## src/rtl/mem_arbiter_pkg.sv

```systemverilog
// rtl/mem_arbiter_pkg.sv - shared encodings and default widths for the memory arbiter
package mem_arbiter_pkg;

  typedef enum logic [1:0] {
    IDLE  = 2'd0,
    GNT_I = 2'd1,
    GNT_D = 2'd2
  } state_t;

  // Encoding of the client that received the most recent grant
  localparam logic CLI_I = 1'b0;
  localparam logic CLI_D = 1'b1;

  localparam int ADDR_W_DEF = 28;
  localparam int DATA_W_DEF = 128;

endpackage

```

## src/rtl/mem_arbiter_rr_pick2.sv

```systemverilog
// rtl/mem_arbiter_rr_pick2.sv - two-way round-robin pick, one-hot or zero grant
module rr_pick2
  import mem_arbiter_pkg::*;
(
  input  logic req_i,
  input  logic req_d,
  input  logic last_gnt,
  output logic gnt_i,
  output logic gnt_d
);

  // A lone requester always wins; on a tie the client not served last wins
  always_comb begin
    gnt_i = req_i & (~req_d | (last_gnt == CLI_D));
    gnt_d = req_d & (~req_i | (last_gnt == CLI_I));
  end

endmodule

```

## src/rtl/mem_arbiter.sv

```systemverilog
// rtl/mem_arbiter.sv - shares one line memory port between the I-cache and D-cache
module mem_arbiter
  import mem_arbiter_pkg::*;
#(
  parameter int ADDR_W = ADDR_W_DEF,
  parameter int DATA_W = DATA_W_DEF
)
(
  input  logic              clk,
  input  logic              proc_reset,
  input  logic              i_mem_read,
  input  logic              i_mem_write,
  input  logic [ADDR_W-1:0] i_mem_addr,
  input  logic [DATA_W-1:0] i_mem_wdata,
  output logic [DATA_W-1:0] i_mem_rdata,
  output logic              i_mem_ready,
  input  logic              d_mem_read,
  input  logic              d_mem_write,
  input  logic [ADDR_W-1:0] d_mem_addr,
  input  logic [DATA_W-1:0] d_mem_wdata,
  output logic [DATA_W-1:0] d_mem_rdata,
  output logic              d_mem_ready,
  output logic              mem_read,
  output logic              mem_write,
  output logic [ADDR_W-1:0] mem_addr,
  output logic [DATA_W-1:0] mem_wdata,
  input  logic [DATA_W-1:0] mem_rdata,
  input  logic              mem_ready
);

  state_t state, state_nxt;
  logic   last_gnt, last_gnt_nxt;
  logic   req_i, req_d, gnt_i, gnt_d;

  assign req_i = i_mem_read | i_mem_write;
  assign req_d = d_mem_read | d_mem_write;

  rr_pick2 u_pick (
    .req_i    (req_i),
    .req_d    (req_d),
    .last_gnt (last_gnt),
    .gnt_i    (gnt_i),
    .gnt_d    (gnt_d)
  );

  // State and round-robin history; last_gnt resets to D so I wins the first tie
  always_ff @(posedge clk or posedge proc_reset) begin
    if (proc_reset) begin
      state    <= IDLE;
      last_gnt <= CLI_D;
    end else begin
      state    <= state_nxt;
      last_gnt <= last_gnt_nxt;
    end
  end

  // Grant only from IDLE; a granted transaction runs until mem_ready regardless of the client
  always_comb begin
    state_nxt    = state;
    last_gnt_nxt = last_gnt;
    case (state)
      IDLE: begin
        if (gnt_i) begin
          state_nxt    = GNT_I;
          last_gnt_nxt = CLI_I;
        end else if (gnt_d) begin
          state_nxt    = GNT_D;
          last_gnt_nxt = CLI_D;
        end
      end
      GNT_I, GNT_D: begin
        if (mem_ready) state_nxt = IDLE;
      end
      default: state_nxt = IDLE;
    endcase
  end

  // Memory request registers: load on grant, hold while granted, clear on completion
  always_ff @(posedge clk or posedge proc_reset) begin
    if (proc_reset) begin
      mem_read  <= 1'b0;
      mem_write <= 1'b0;
      mem_addr  <= '0;
      mem_wdata <= '0;
    end else if (state == IDLE) begin
      if (gnt_i) begin
        mem_read  <= i_mem_read;
        mem_write <= i_mem_write;
        mem_addr  <= i_mem_addr;
        mem_wdata <= i_mem_wdata;
      end else if (gnt_d) begin
        mem_read  <= d_mem_read;
        mem_write <= d_mem_write;
        mem_addr  <= d_mem_addr;
        mem_wdata <= d_mem_wdata;
      end
    end else if (mem_ready) begin
      mem_read  <= 1'b0;
      mem_write <= 1'b0;
      mem_addr  <= '0;
      mem_wdata <= '0;
    end
  end

  // Completion goes only to the owner of the current grant; read data is a passthrough
  assign i_mem_ready = (state == GNT_I) & mem_ready;
  assign d_mem_ready = (state == GNT_D) & mem_ready;
  assign i_mem_rdata = mem_rdata;
  assign d_mem_rdata = mem_rdata;

endmodule

```

## config.mk

```make
export PLATFORM = sky130hd
export DESIGN_NAME = mem_arbiter
export DESIGN_NICKNAME = d
export VERILOG_FILES = /design/src/rtl/mem_arbiter_pkg.sv /design/src/rtl/mem_arbiter_rr_pick2.sv /design/src/rtl/mem_arbiter.sv
export SDC_FILE = /design/constraint.sdc
export NUM_CORES = 1
export LEC_CHECK = 0
export BUFFER_PORTS_ARGS = -buffer_cell sky130_fd_sc_hd__buf_4
export CAP_MARGIN = 40
export CORE_AREA = 2 2 335 337
export CTS_CLUSTER_SIZE = 16
export DETAILED_ROUTE_END_ITERATION = 8
export DIE_AREA = 0 0 337 339
export SYNTH_ARGS = -nofsm -noshare
export SYNTH_HDL_FRONTEND = slang
export SYNTH_SLANG_ARGS = --single-unit
```

## constraint.sdc

```tcl
create_clock -name clk -period 5.3 [get_ports clk]
set_input_delay 1.06 -clock clk [delete_from_list [all_inputs] [get_ports clk]]
set_output_delay 1.06 -clock clk [all_outputs]
set_load 0.05 [all_outputs]
```

==> results.md <==
- Die X: 337 um
- First-pass GRT wire length: 67.0 mm
- Post-DP Area: 12500 um2
- GRT Resource Usage Total: 8.93%
- H-tree depth: 4
- Grt total ovfl: 0
- Pwr dens: 707 nW/um2
- Min-Delay Path Class: flop to flop
- Sequential Area: 4030 um2
- Core Region: 110000 um2
- CTS Root Cell: clkbuf_16
- Worst path max stage delay: 200 ps
- Power consumption: 9.24 mW
- Worst setup SP type: primary input
- Setup violators final: 0
- Cell area after layout: 13100 um2
- Pre-Repair DR Iteration Count: 5
- Synth warnings: 0
- Routed vias: 7752
- Cell Area, Synth: 9050 um2
- Wire per inst: 19.8 um
- Die height: 339 um
- Status: finished clean
- Dominant cell type by area after synthesis: dfrtp_1
- Hpwl dp: 44.5 mm
- Clk_lat worst skew: 480 ps
- Critical path capture point type: output port
- Clock skew: 12.8 ps
- Worst-path maximum fanout: 4
- Vias per cell: 2.89
- Register area share after synthesis: 44.5%
- Initial Utilization: 8.20%
- Share of cells above drive strength 1: 44.9%
- Clock-pin transition on the worst setup and hold timing paths: 70 ps
- Max Slew Vio Count: 0
- Static Leak: 5.71 nW
- Synth Register Bits: 161
- Max Root-Sink Buffers: 2
- Post-layout min period: 2620 ps
- Delay-heaviest family, CP: buffers and inverters
- Area delta synth->final: 44.5%
- Max Fclk: 0.382 GHz
- Least-Margin Pin Slew: 839 ps
- Slowest cell on crit path: buf_4
- Area share of the largest cell type after synthesis: 44.2%
- Final WL: 53.0 mm
- CP most frequent cell: buf_4
- Pin count of the biggest net entering global routing: 160
- Multi-input logic area: 2740 um2
- Clock Sinks: 161
- Fin nets: 1623
- Post-Synthesis Cells: 985
- Via count of the first global-routing pass: 7552
- Final GP Congestion: 0.785
- DRC violations left: 0
- Mean Syn Cell Area: 9.19 um2
- Fin crit share: 49.3%
- Max-cap violations: 0
- Total CTS buffers: 17
- Rel. slew slack: 44.1%
- Initial antenna violation count: 8
- TNS Setup: 0 ps
- CP bufs+invs: 2
- Sequential power share: 24.0%
- Synth unique cells: 23
- # port buffers: 478
- Fill cell count: 12.7k
- Combinational power share: 60.8%
- Clk network pwr share: 15.2%
- Post-CTS Setup Inserts: 0
- Cell Rows: 122
- PostCTS Resize Cnt: 0
- Switching Power: 5.09 mW
- Setup CP Type: primary input to output port
- CTS tree: yes
- Antenna Nets Post-Route: 0
- Hold Vio Cnt, Final: 0
- Post-Syn Nets: 1435
- Crit path DAT: 1560 ps
- IO Count: 863
- RSZ-0062 raised after global routing: false
- Data required, critical path: 4240 ps
- Full die area: 114000 um2
- Int Pwr: 4.15 mW
- Area contributors post-synth: dfrtp_1 44%, buf_4 22%, a22oi_1 13%
- Sw Share: 55.1%
- CTS Hold Bufs: 0
- Worst vdd ir: 0.478 mV
- DR iter-0 viols: 326
- CP cell instances: buf_4 -> and2_1 -> buf_4
## logic make-up (layout without fill, tap and decap cells)
logic type               count (synthesis)  after routing  share of synthesized area, %
buffers and inverters                  333            534                          25.4
AO/OA/AOI/OAI                          323            323                          22.6
AND/OR/NAND/NOR                        165            165                          7.03
flip-flops                             161            161                          44.5
adder cells (fa/ha/maj)                  3              3                         0.415
other                                    0              6                             0
## worst register-to-register path, stage by stage, from the launching register on
cell       delay [ps]
dfrtp_1           400
inv_1             100
ha_1              390
nand2b_1          170
o2bb2ai_4         170
buf_12            500
a22oi_1           450
a21oi_1           200
## stage by stage
stage / std cells / setup WS [ps] / utilization [%] / hold slack [ps]
global route: 2676 / 2620 / 11.8 / 553
finish: 2680 / 2680 / 11.9 / 528
floorplan: 985 / 2200 / - / 499
detailed placement: 2642 / 2390 / 11.3 / 518
global placement: 2641 / 2190 / 11.3 / 511
CTS: 2674 / 2640 / 11.8 / 537
## final timing paths
path | startpoint | to | slack (ps) | cells past startpoint
worst min-delay path | mem_wdata[8]$_DFFE_PP0P_ | mem_wdata[8]$_DFFE_PP0P_ | 530 | 2
worst max register to register | state[1]$_DFFE_PP0P_ | mem_wdata[105]$_DFFE_PP0P_ | 2830 | 7
worst max-delay path | mem_ready | i_mem_ready | 2680 | 3
worst min register to register | mem_wdata[8]$_DFFE_PP0P_ | mem_wdata[8]$_DFFE_PP0P_ | 530 | 2
min in group asynchronous | proc_reset | mem_wdata[25]$_DFFE_PP0P_ | 720 | 3
max in group asynchronous | proc_reset | mem_wdata[76]$_DFFE_PP0P_ | 3570 | 4
## power groups by stage
stage               Combinational [mW]  Clock (mW)  Sequential [mW]
detailed placement                5.78           0             2.23
floorplan                         2.05           0             4.23
global route                      6.02        1.53             2.30
CTS                               5.78        1.50             2.23
finish                            5.62        1.40             2.22
global placement                  5.74           0             2.23
## cell usage after synthesis
| library cell | number |
|---|---|
| dfstp_2 | 1 |
| buf_4 | 264 |
| a21oi_1 | 157 |
| nor2_4 | 1 |
| ha_1 | 3 |
| o2bb2ai_2 | 1 |
| clkbuf_4 | 1 |
| a32oi_1 | 1 |
| clkbuf_1 | 25 |
| nor2_1 | 158 |
| a31oi_4 | 1 |
| o221a_2 | 1 |
| inv_1 | 7 |
| buf_6 | 2 |
| o21ai_0 | 4 |
| and2_1 | 2 |
| nand2b_1 | 1 |
| a22oi_1 | 158 |
| dfrtp_1 | 160 |
| nor2_2 | 1 |
| buf_1 | 1 |
| buf_2 | 33 |
| nand2_1 | 2 |
## cells in the final DEF, fill, tap and decap left out, drive strengths merged
master	Yosys	final
bufinv	0	2
clkinvlp	0	2
a22oi	158	158
a31oi	1	1
nand2b	1	1
clkbuf	26	19
dfstp	1	1
clkinv	0	2
nand2	2	2
nor2	160	160
a21oi	157	157
and2	2	2
inv	7	14
o221a	1	1
o21ai	4	4
diode	0	6
dfrtp	160	160
o2bb2ai	1	1
a32oi	1	1
buf	300	495
ha	3	3
## flip-flops by register name (all words and copies together) (netlist names)
signal     cells
mem_read       1
state          2
mem_wdata    128
last_gnt       1
mem_addr      28
mem_write      1
## cell type report
cell class                 count  share of cell area, %
timing repair buffer         495                   29.0
sequential                   161                   30.8
antenna                        6                  0.115
multi-input combinational    491                   21.0
clock buffer                  19                   3.39
tap                         1488                   14.2
clock inverter                13                   1.26
inverter                       7                  0.230
## routing by layer
metal | routed length (um) | track usage (%) | vias up
li1 | - | - | 3548
met1 | 19500 | 9.37 | 3492
met2 | 23400 | 13.8 | 623
met3 | 7920 | 5.91 | 87
met4 | 2150 | 3.94 | 2
met5 | 13 | 0 | -
Note: power is estimated with default switching activity, not from simulation.
